--- config.mk ---
export PLATFORM = sky130hd
export DESIGN_NAME = fft_mag_writer
export DESIGN_NICKNAME = d
export VERILOG_FILES = /design/src/rtl/fft_mag_writer.sv
export SDC_FILE = /design/constraint.sdc
export NUM_CORES = 1
export LEC_CHECK = 0
export ABC_AREA = 1
export CAP_MARGIN = 20
export CORE_MARGIN = 1.5
export CORE_UTILIZATION = 30
export DETAILED_ROUTE_END_ITERATION = 7
export PLACE_DENSITY_LB_ADDON = 0.12
export SLEW_MARGIN = 20
export SYNTH_ARGS = -nofsm -noshare
export SYNTH_HDL_FRONTEND = slang
export SYNTH_SLANG_ARGS = --single-unit
--- constraint.sdc ---
create_clock -name clock -period 4.05 [get_ports clock]
set_input_delay 0.81 -clock clock [delete_from_list [all_inputs] [get_ports clock]]
set_output_delay 0.81 -clock clock [all_outputs]
set_load 0.01 [all_outputs]
--- src/rtl/fft_mag_writer.sv ---
// fft_mag_writer: streams FFT samples as 16-bit magnitudes into one BRAM frame per FFT frame; FFT_MAG_HALF_EN writes only bins 0..N_BINS/2-1
module fft_mag_writer #(
    parameter int N_BINS = 1024,
    parameter int AW     = $clog2(N_BINS)
) (
    input  logic          clock,
    input  logic          reset,
    input  logic [31:0]   fft_data,
    input  logic          fft_valid,
    input  logic          fft_last,
    input  logic          hold,
    output logic [AW-1:0] bram_addr,
    output logic [15:0]   bram_din,
    output logic          bram_we,
    output logic          done,
    output logic          frame_err,
    output logic [7:0]    dropped
);
    typedef enum logic [1:0] {SYNC, ARMED, WRITE} state_t;
    localparam logic [AW-1:0] LAST_IDX = AW'(N_BINS - 1);
`ifdef FFT_MAG_HALF_EN
    localparam logic [AW-1:0] HALF_IDX = AW'(N_BINS / 2 - 1);
`endif
    state_t        state, state_nx;
    logic [AW-1:0] idx, idx_nx, pos, s1_idx;
    logic          wr, fin, err, drop;
    logic          s1_valid, s1_fin, s1_err, s2_fin, s2_err;
    logic [15:0]   re, im, a, b, s1_a, s1_b, hi, lo;
    logic [16:0]   mag;
    assign re  = fft_data[31:16];
    assign im  = fft_data[15:0];
    assign a   = re[15] ? -re : re;
    assign b   = im[15] ? -im : im;
    assign hi  = (s1_a > s1_b) ? s1_a : s1_b;
    assign lo  = (s1_a > s1_b) ? s1_b : s1_a;
    assign mag = {1'b0, hi} + {2'b00, lo[15:1]};
    // Frame tracking: decide per sample whether it is written, at which bin, and how the frame ends
    always_comb begin
        state_nx = state;
        idx_nx   = idx;
        pos      = (state == ARMED) ? '0 : idx;
        wr       = 1'b0;
        fin      = 1'b0;
        err      = 1'b0;
        drop     = 1'b0;
        if (fft_valid && state == SYNC) begin
            state_nx = fft_last ? ARMED : SYNC;
        end else if (fft_valid && state == ARMED && hold) begin
            drop     = 1'b1;
            state_nx = fft_last ? ARMED : SYNC;
        end else if (fft_valid) begin
            idx_nx   = pos + AW'(1);
`ifdef FFT_MAG_HALF_EN
            wr       = ~pos[AW-1];
            fin      = (pos == HALF_IDX);
`else
            wr       = 1'b1;
            fin      = fft_last && (pos == LAST_IDX);
`endif
            err      = fft_last != (pos == LAST_IDX);
            state_nx = fft_last ? ARMED : (pos == LAST_IDX) ? SYNC : WRITE;
        end
    end
    // Frame state, sample index and saturating drop counter
    always_ff @(posedge clock) begin
        if (reset) begin
            state   <= SYNC;
            idx     <= '0;
            dropped <= '0;
        end else begin
            state <= state_nx;
            idx   <= idx_nx;
            if (drop && dropped != 8'hFF) dropped <= dropped + 8'd1;
        end
    end
    // Stage 1: absolute values and per-sample write/outcome flags
    always_ff @(posedge clock) begin
        if (reset) begin
            s1_valid <= 1'b0;
            s1_idx   <= '0;
            s1_a     <= '0;
            s1_b     <= '0;
            s1_fin   <= 1'b0;
            s1_err   <= 1'b0;
        end else begin
            s1_valid <= wr;
            s1_idx   <= pos;
            s1_a     <= a;
            s1_b     <= b;
            s1_fin   <= fin;
            s1_err   <= err;
        end
    end
    // Stage 2: BRAM write port; done/frame_err trail the last write by one cycle
    always_ff @(posedge clock) begin
        if (reset) begin
            bram_we   <= 1'b0;
            bram_addr <= '0;
            bram_din  <= '0;
            s2_fin    <= 1'b0;
            s2_err    <= 1'b0;
            done      <= 1'b0;
            frame_err <= 1'b0;
        end else begin
            bram_we   <= s1_valid;
            bram_addr <= s1_valid ? s1_idx : bram_addr;
            bram_din  <= s1_valid ? (mag[16] ? 16'hFFFF : mag[15:0]) : bram_din;
            s2_fin    <= s1_fin;
            s2_err    <= s1_err;
            done      <= s2_fin;
            frame_err <= s2_err;
        end
    end
endmodule

After elaboration in Yosys (flattened, before gate mapping)
Index checks and enable logic that the tools add are counted.
- $add $sub $neg: 5
- $lt $le $gt $ge: 1
- equality and inequality tests: 4
- muxes and demuxes: 15
- bitwise logic cells: 5
- reduce and logical (&&, ||, !) cells: 12
- operators with widths (kind ; number):
    two-way mux 16 bit ; 3
    negation 16 bit ; 2
    two-way mux 15 bit ; 2
    adder 16 x 15 -> 17 bit ; 1
    greater-than comparator 16 bit ; 1
    adder 10 x 1 -> 10 bit, second input constant ; 1
    equality test 10 bit, second input constant ; 1
    two-way mux 10 bit ; 1
    two-way mux 2 bit ; 5
    adder 8 x 1 -> 8 bit, second input constant ; 1
    inequality test 8 bit, second input constant ; 1
    logical AND 1 bit ; 5
    inverter 1 bit ; 5
    two-way mux 1 bit ; 4
    OR reduction 2 bit ; 2
    OR reduction 4 bit ; 1
    AND reduction 3 bit ; 1
    nonzero test 3 bit ; 1
    OR reduction 3 bit ; 1
    equality test 2 x 1 -> 1 bit, second input constant ; 1
    zero test 2 bit ; 1
    inequality test 1 bit ; 1
- bits in registers: 96
- bits of input ports: 37
- output and inout bits: 37

Depth between registers and ports, before layout
Gate-level depths: netlist of the first run.
- depth after elaboration: 8
- mapped depth: 28
- mapped depth without buffers: 26

Least setup slack after synthesis of the first run
Ideal clock, no wire load.
- path kind: register -> register
- start point: register s1_b[7]
- end point: register bram_din[12]
- arrival time: 3.008 ns
- path slack: 0.920 ns
- stages on the path, launching flop included: 23
- path buffers: 2
- cells stage by stage: dfxtp_1 > inv_1 > ha_1 > a21o_1 > nor2_1 > nand2_1 > nand2_1 > nand2_1 > nand2_1 > clkbuf_1 > o21ai_0 > ha_1 > fa_1 > nand2_1 > nand3_2 > nand2_2 > nand2_2 > a21oi_2 > nand3b_4 > nand2_2 > inv_2 > buf_6 > a21oi_2
- cells in the longest elaborated chain, start to end: 4
- elaborated cells on any way between the ends: 5
- classes of those cells: 1 x add/sub; 1 x order compare; 3 x mux
- RTL lines (element ; RTL line ; text):
    from (decl) ; 28 ; logic [15:0] re, im, a, b, s1_a, s1_b, hi, lo;
    from (signal assigned) ; 82 ; s1_b <= '0;
    from (signal assigned) ; 89 ; s1_b <= b;
    greater-than comparator 16 bit ; 34, 35 ;
    two-way mux 16 bit, on equally long branches ; 34, 35 ;
    adder 16 x 15 -> 17 bit * ; 36 ; assign mag = {1'b0, hi} + {2'b00, lo[15:1]};
    two-way mux 16 bit * ; 107 ; bram_din <= s1_valid ? (mag[16] ? 16'hFFFF : mag[15:0]) : bram_din;
    to (signal assigned) ; 107 ;
    to (decl) ; 13 ; output logic [15:0] bram_din,
Every way passes the cells marked *; elsewhere a longest branch is shown, timed or not.
A chain may end at the register's enable or synchronous reset.

Worst setup path in the final report of the first run
- start point: register s1_b[15]
- end point: register bram_din[10]
The elaborated chain is that of the path after synthesis.

==> summary.txt, run 1 <==
Run status
  – Status: completed

Place
  – IO Port Bufs: between 70 and 80
  – Area post-placement: about 6200 sq um
  – Placed cells: roughly 1.0k
  – DPL Wire Length: approximately 9900 microns
  – Gpl congestion: roughly 0.84
  – Post-Place Setup Slack: slightly below 0.5 ns

Route
  – Routed WL per cell: about 12 microns
  – 1st-pass router iterations: 7
  – Final ANT Viol Nets: 0
  – DR iter-0 viols: about 220
  – Post-Route WL: 12880 microns
  – Routed vias: a little under 5k
  – Vias/cell: 4.652
  – DR DRC count: 0

Floorplanning
  – Die W: 135.3 microns
  – IO Pins: 74
  – Initial core utilization: 0.3055
  – Row count: 48
  – Die height: ~140 microns
  – Core footprint: around 17000 sq um
  – Die area: 18290 sq um

Worst setup path
  – Worst r2r dst: bram_din[10]
  – Largest delay share family, worst path: compound AO/OA/AOI/OAI gates
  – Crit path kind: reg2reg
  – CP max-delay cell: ha_1
  – Worst-path cell chain: inv_1, ha_1, a21oi_1, o21ai_0, a21oi_1, nand2_1, nand2_1, buf_4, nor2_1, a21oi_1, ha_1, a21oi_1, nand2_1, a21oi_1, nand2_2, a21oi_2, nand3b_4, nand2_2, inv_2, a21oi_1
  – Worst R2R Path Depth: 20
  – Cell mode on critical path: a21oi_1
  – Worst Path Buf+Inv: 3
  – Req. time, crit path: approximately 4.3 ns
  – Worst path arrival time: approximately 3.8 ns
  – Reg-to-reg slack, setup: 0.48 ns
  – Max incr delay on CP: 0.32 ns
  – Maximum fanout along the worst path: 32
  – Startpoint class of the critical path: register
  – CP Capture Type: register
  – Reg2Reg Launch Point: s1_b[15]

Global routing
  – First-pass GRT wire length: around 21000 microns
  – Busiest grt layer: met2
  – Met3 GRT Util: 0.02581
  – Vias in the first global route: about 4.6k
  – Grt total ovfl: 0
  – GRT Util Overall: 0.1469
  – Largest net degree at the start of global routing: between 40 and 50
  – Met2 GRT Util: 0.2265
  – Met1 Usage GRT: 0.2035
  – Initial antenna violation count: 0

STA
  – Worst Skew: about 0.0089 ns
  – Slew @ Worst Pin: between 0.8 and 0.9 ns
  – Setup tns final: 0 ns
  – Fmax: between 200 and 300 MHz
  – Final setup viols: 0
  – Slew Limit Fails: 0
  – Final period util: 0.8826
  – RSZ-0062 raised after global routing: false
  – Slew HR: 0.4339
  – Final hold viol count: 0
  – Slack of the critical path: around 0.48 ns
  – Final Critical Period: ~3.6 ns

Run
  – Max Cap Violations: 0

Synth
  – Post-synth cell types: 44
  – Most frequent cell after synthesis: nand2_1
  – Syn nets: 814
  – Synth Instances: about 740
  – Register area share after synthesis: 0.3662
  – Synth top area share: 0.3662
  – Synth top area cells: dfxtp_1 (37%), ha_1 (8.8%), nand2_1 (8.1%), a21oi_1 (7.5%), o21ai_0 (7.4%)
  – Most used DFF post-synth: dfxtp_1
  – Post-synth ARST share: 0
  – Post-synth top cells: nand2_1 (113), nor2_1 (98), dfxtp_1 (96)
  – Flops & latches, synth: 96
  – Avg Cell Area, Syn: around 7.1 sq um
  – Synth area leader: dfxtp_1
  – EDFF count, synth: 0
  – Cell Area, Synth: ~5200 sq um
  – Synth warn: 0

CTS
  – CTS buffer count: 9
  – H-tree depth: 3
  – CTS sink cnt: 96
  – Postcts setup bufs: 0
  – CTS tree: built
  – Register clock-pin slew on the reported worst setup and hold paths: ~0.070 ns
  – Resized Gates After CTS: 0
  – CTS Root Cell: clkbuf_16
  – Worst-skew pair later-pin latency: 0.35 ns
  – Clock buffer depth: 2
  – Post-CTS Hold Buffers: 0

Min path
  – Hold crit path type: reg2reg
  – Hold path cells: 2
  – Hold Path End: frame_err
  – Hold_sp: s2_err

Pwr
  – Max IR drop VDD: just over 0.2 mV
  – PwrDens: around 400 nW/um^2
  – P_leak: around 2.8 nW

Final layout
  – Post-route cell area: ~6500 sq um
  – Ant diodes: 0
  – Layout cells sized above 1: 0.06312
  – Area Overhead vs Synth: 24.23%
  – Final net count: ~900
  – Non-Filler Instances: just over 1k
==> cells by family (layout without fill, tap and decap cells) <==
kind of cell,after synthesis,in the layout,synth area share
xor gates and xnor gates,14,14,0.02337
and+or+nand+nor,284,284,0.2339
AOI/OAI and AO/OA,187,187,0.1950
DFF,96,96,0.3662
buffers and inverters,120,189,0.08941
adders and majority gates,38,38,0.09204
==> power by group <==
part	switching, mW	total (mW)	internal [mW]	leakage [nW]
combinational	0.428	0.695	0.267	1.85
clock	0.378	0.924	0.546	0.155
sequential	0.0194	0.996	0.976	0.784
total	0.825	2.61	1.79	2.79
==> placed cells by master, fill, tap and decap left out, types with 4 or more instances in the layout <==
cell type | Yosys | layout
nand2_2 | 4 | 4
inv_1 | 90 | 90
ha_1 | 37 | 37
nor2_1 | 98 | 98
buf_4 | 1 | 4
clkbuf_16 | 0 | 9
xnor2_1 | 9 | 9
xor2_1 | 5 | 5
nand3_1 | 24 | 24
clkdlybuf4s50_1 | 0 | 73
a21oi_1 | 79 | 79
nand2_1 | 113 | 113
nand4_1 | 6 | 6
dfxtp_1 | 96 | 96
inv_2 | 5 | 5
a21oi_2 | 12 | 12
nor3_1 | 21 | 21
o21ai_0 | 78 | 78
==> tightest hold or removal path, stage by stage, from the launching register on <==
cell and delay [ns]:
dfxtp_1 0.30, inv_1 0.04, nor2_1 0.03
==> cell type report <==
class,instances,area (sq um)
clock buffers,10,229.0
fillers,1811,10660
multi-input cells,523,2856
well taps,225,281.5
flip-flops and latches,96,1922
clock inverters,5,88.84
repair buffers,78,780.7
inverters,96,360.3
==> state kept, by name, indices dropped and copies added (netlist names), 2 cells and up <==
name       flops
idx           10
state          2
dropped        8
s1_a          16
bram_addr     10
s1_b          16
s1_idx        10
bram_din      16
==> stage by stage <==
step / utilization / hold WS [ns] / power [mW]
2_1_floorplan: - / 0.3883 / 1.515
3_3_place_gp: 0.3610 / 0.4002 / 1.706
3_5_place_dp: 0.3610 / 0.3978 / 1.715
4_1_cts: 0.3795 / 0.4078 / 2.649
5_1_grt: 0.3795 / 0.4268 / 2.790
6_report: 0.3795 / 0.4040 / 2.615
==> per-layer routing <==
layer / share of wire / vias up / wire length, microns
met5: 0 / - / 0
met1: 0.54 / 2119 / 6925
met2: 0.41 / 105 / 5238
li1: - / 2563 / -
met4: 0.018 / 0 / 227
met3: 0.038 / 18 / 484
==> worst max path at each step <==
| stage | start | end | slack (ns) | cells past startpoint |
|---|---|---|---|---|
| 2_1_floorplan | s1_b[7] | bram_din[12] | 0.92 | 22 |
| 3_3_place_gp | s1_b[15] | bram_din[10] | 0.53 | 20 |
| 3_5_place_dp | s1_b[15] | bram_din[10] | 0.49 | 19 |
| 4_1_cts | s1_b[15] | bram_din[10] | 0.47 | 19 |
| 5_1_grt | s1_b[15] | bram_din[10] | 0.02 | 20 |
| 6_report | s1_b[15] | bram_din[10] | 0.48 | 20 |
Note: power is estimated with default switching activity, not from simulation.
==> run 2, diff against run 1 <==
--- a/config.mk
+++ b/config.mk
@@ -8,9 +8,9 @@
 export ABC_AREA = 1
 export CAP_MARGIN = 20
 export CORE_MARGIN = 1.5
-export CORE_UTILIZATION = 30
+export CORE_UTILIZATION = 41
 export DETAILED_ROUTE_END_ITERATION = 7
-export PLACE_DENSITY_LB_ADDON = 0.12
+export PLACE_DENSITY = 0.71
 export SLEW_MARGIN = 20
 export SYNTH_ARGS = -nofsm -noshare
 export SYNTH_HDL_FRONTEND = slang
==> constraint.sdc (replaced) <==
create_clock -name clock -period 3.8 [get_ports clock]
set_input_delay 0.76 -clock clock [delete_from_list [all_inputs] [get_ports clock]]
set_output_delay 0.76 -clock clock [all_outputs]
set_load 0.01 [all_outputs]
==> run 2 against run 1 <==
Sequential share of layout area rose by 0.32 points. Non-clock buffer count did not move. Worst setup slack got worse by 0.11 ns. Largest cell class unchanged. Largest power group unchanged. Highest routed layer unchanged.
==> summary.txt, run 2 (synthesized netlist as in run 1, its figures left out) <==
Worst setup path
  – Maximum fanout along the worst path: 61 (was 32)
  – Reg-to-reg slack, setup: 0.37 ns (was 0.48 ns)
  – Reg2Reg Launch Point: s1_b[7] (was s1_b[15])
  – CP Capture Type: register (unchanged)
  – Crit path kind: reg2reg (unchanged)
  – CP max-delay cell: fa_1 (was ha_1)
  – Worst path arrival time: 3.67 ns (was 3.81 ns)
  – Worst R2R Path Depth: 23 (was 20)
  – Max incr delay on CP: 0.42 ns (was 0.32 ns)
  – Worst r2r dst: bram_din[10] (unchanged)
  – Startpoint class of the critical path: register (unchanged)
  – Worst Path Buf+Inv: 3 (unchanged)
  – Worst-path cell chain: inv_1, ha_1, nand2_1, nor2_1, nand2_1, nand2_1, nand2_1, nand2_1, nand2_1, buf_12, nand2_1, o21ai_0, ha_1, fa_1, nand2_1, nand3_2, nand2_2, nand2_2, a21oi_2, nand3b_4, nand2_2, inv_4, a21oi_1 (was inv_1, ha_1, a21oi_1, o21ai_0, a21oi_1, nand2_1, nand2_1, buf_4, nor2_1, a21oi_1, ha_1, a21oi_1, nand2_1, a21oi_1, nand2_2, a21oi_2, nand3b_4, nand2_2, inv_2, a21oi_1)
  – Req. time, crit path: 4.03 ns (was 4.28 ns)
  – Largest delay share family, worst path: simple AND/OR/NAND/NOR gates (was compound AO/OA/AOI/OAI gates)
  – Cell mode on critical path: nand2_1 (was a21oi_1)

Route
  – Highest metal used: met4 (unchanged)
  – DR DRC count: 0 (unchanged)
  – Post-Route WL: 11280 microns (was 12880 microns)
  – DR WL met2: 4832 microns (was 5238 microns)
  – 1st-pass router iterations: 7 (unchanged)
  – Metal3 WL: 556 microns (was 484 microns)
  – DR iter-0 viols: 274 (was 219)
  – Routed WL per cell: 11.50 microns (was 12.47 microns)
  – Final ANT Viol Nets: 0 (unchanged)
  – Metal-1 WL: 5815 microns (was 6925 microns)
  – Vias/cell: 4.907 (was 4.652)
  – Routed vias: 4814 (was 4805)

STA
  – Setup tns final: 0 ns (unchanged)
  – Final setup viols: 0 (unchanged)
  – Final hold viol count: 0 (unchanged)
  – Slew HR: 0.4195 (was 0.4339)
  – Fmax: 291.4 MHz (was 279.8 MHz)
  – Slew @ Worst Pin: 0.8696 ns (was 0.8460 ns)
  – Slew Limit Fails: 0 (unchanged)
  – Worst Skew: 0.005954 ns (was 0.008949 ns)
  – Final hold slack: 0.4113 ns (was 0.4040 ns)
  – RSZ-0062 raised after global routing: false (unchanged)
  – Final period util: 0.9031 (was 0.8826)
  – Final Critical Period: 3.432 ns (was 3.574 ns)

Floorplanning
  – Die W: 116.1 microns (was 135.3 microns)
  – IO Pins: 74 (unchanged)
  – Core footprint: 12570 sq um (was 17180 sq um)
  – Die height: 116.1 microns (was 135.3 microns)
  – Initial core utilization: 0.4175 (was 0.3055)
  – Row count: 41 (was 48)
  – Die area: 13490 sq um (was 18290 sq um)

CTS
  – Post-CTS Hold Buffers: 0 (unchanged)
  – Postcts setup bufs: 0 (unchanged)
  – Register clock-pin slew on the reported worst setup and hold paths: 0.07 ns (about the same)
  – Clock buffer depth: 2 (unchanged)
  – CTS sink cnt: 96 (unchanged)
  – H-tree depth: 3 (unchanged)
  – CTS Root Cell: clkbuf_16 (unchanged)
  – Worst-skew pair later-pin latency: 0.35 ns (about the same)
  – CTS tree: built (unchanged)
  – CTS buffer count: 9 (unchanged)

Final layout
  – Ant diodes: 0 (unchanged)
  – Layout cells sized above 1: 0.06551 (was 0.06312)
  – Final core utilization: 0.5131 (was 0.3795)
  – Final net count: 879 (unchanged)
  – Top flop regs: bram_din (16), s1_a (16), s1_b (16) (unchanged)
  – Area Overhead vs Synth: 22.89% (was 24.23%)
  – Post-route cell area: 6449 sq um (was 6519 sq um)
  – Commonest non-fill, non-tap cell in the layout: nand2_1 (unchanged)
  – Most frequent cells in the layout: nand2_1 (113), nor2_1 (98), dfxtp_1 (96) (unchanged)

Global routing
  – Vias in the first global route: 4228 (was 4571)
  – First-pass GRT wire length: 19150 microns (was 21300 microns)
  – Grt total ovfl: 0 (unchanged)
  – Initial antenna violation count: 0 (unchanged)
  – Largest net degree at the start of global routing: 62 (was 44)
  – GRT Util Overall: 0.1772 (was 0.1469)

Place
  – Area post-placement: 6135 sq um (was 6201 sq um)
  – IO Port Bufs: 73 (unchanged)
  – Gpl congestion: 0.8282 (was 0.8378)
  – DPL Wire Length: 8525 microns (was 9914 microns)

Pwr
  – Max IR drop VDD: 0.1788 mV (was 0.2021 mV)
  – P_leak: 2.780 nW (was 2.793 nW)
  – PwrDens: 420.9 nW/um^2 (was 401.1 nW/um^2)
  – Tot Pwr: 2.714 mW (was 2.615 mW)

Run
  – Max Cap Violations: 0 (unchanged)

Run status
  – Status: completed (unchanged)

Min path
  – Hold Path End: s2_err (was frame_err)
  – Hold path cells: 2 (unchanged)
  – Hold_sp: s1_err (was s2_err)
  – Hold crit path type: reg2reg (unchanged)
[run 2: worst max-delay path by stage]
stage	from	end	depth (start not counted)
after floorplan	s1_b[7]	bram_din[12]	22
after global placement	s1_b[7]	bram_din[10]	23
after detailed placement	s1_b[7]	bram_din[10]	23
after CTS	s1_b[7]	bram_din[10]	23
after global routing	s1_b[7]	bram_din[10]	24
final	s1_b[7]	bram_din[10]	23
[run 2: final cells by class]
class                           instances  area [sq um]
Sequential cell                        96          1922
Inverter                               96         362.8
Tap cell                              172         215.2
Multi-Input combinational cell        523          2860
Timing Repair Buffer                   78         780.7
Clock inverter                          6         78.83
Fill cell                            1195          6120
Clock buffer                           10         229.0
[run 2: stage by stage]
stage               setup slack (ns)  instances
floorplan                     0.6700        739
global placement              0.3645        965
detailed placement            0.2965        965
CTS                           0.2811        981
global route                 0.02239        981
finish                        0.3682        981
[run 2: worst register-to-register path: cells and delay by family, from the launching register on]
kind	cells	cell delay, ns
AO/OA/AOI/OAI	3	0.31
adder cells (fa/ha/maj)	3	0.95
buffers and inverters	3	0.45
flip-flops	1	0.32
AND/OR/NAND/NOR	14	1.29
[run 2: power by group]
group	total (mW)	switching, mW	internal, mW
logic	0.731	0.441	0.290
clock network	0.923	0.404	0.519
registers	1.06	0.0200	1.04
[run 2: layer usage]
| metal | vias to the layer above | GRT usage |
|---|---|---|
| met5 | - | 0 |
| met4 | 0 | 0.05366 |
| li1 | 2565 | - |
| met2 | 100 | 0.2631 |
| met1 | 2143 | 0.2573 |
| met3 | 6 | 0.03840 |
[run 2: repair_timing]
item,4_1_cts,5_1_grt
hold endpoints to repair,0,0
endpoints found under the setup margin,0,11
resized for setup,0,4
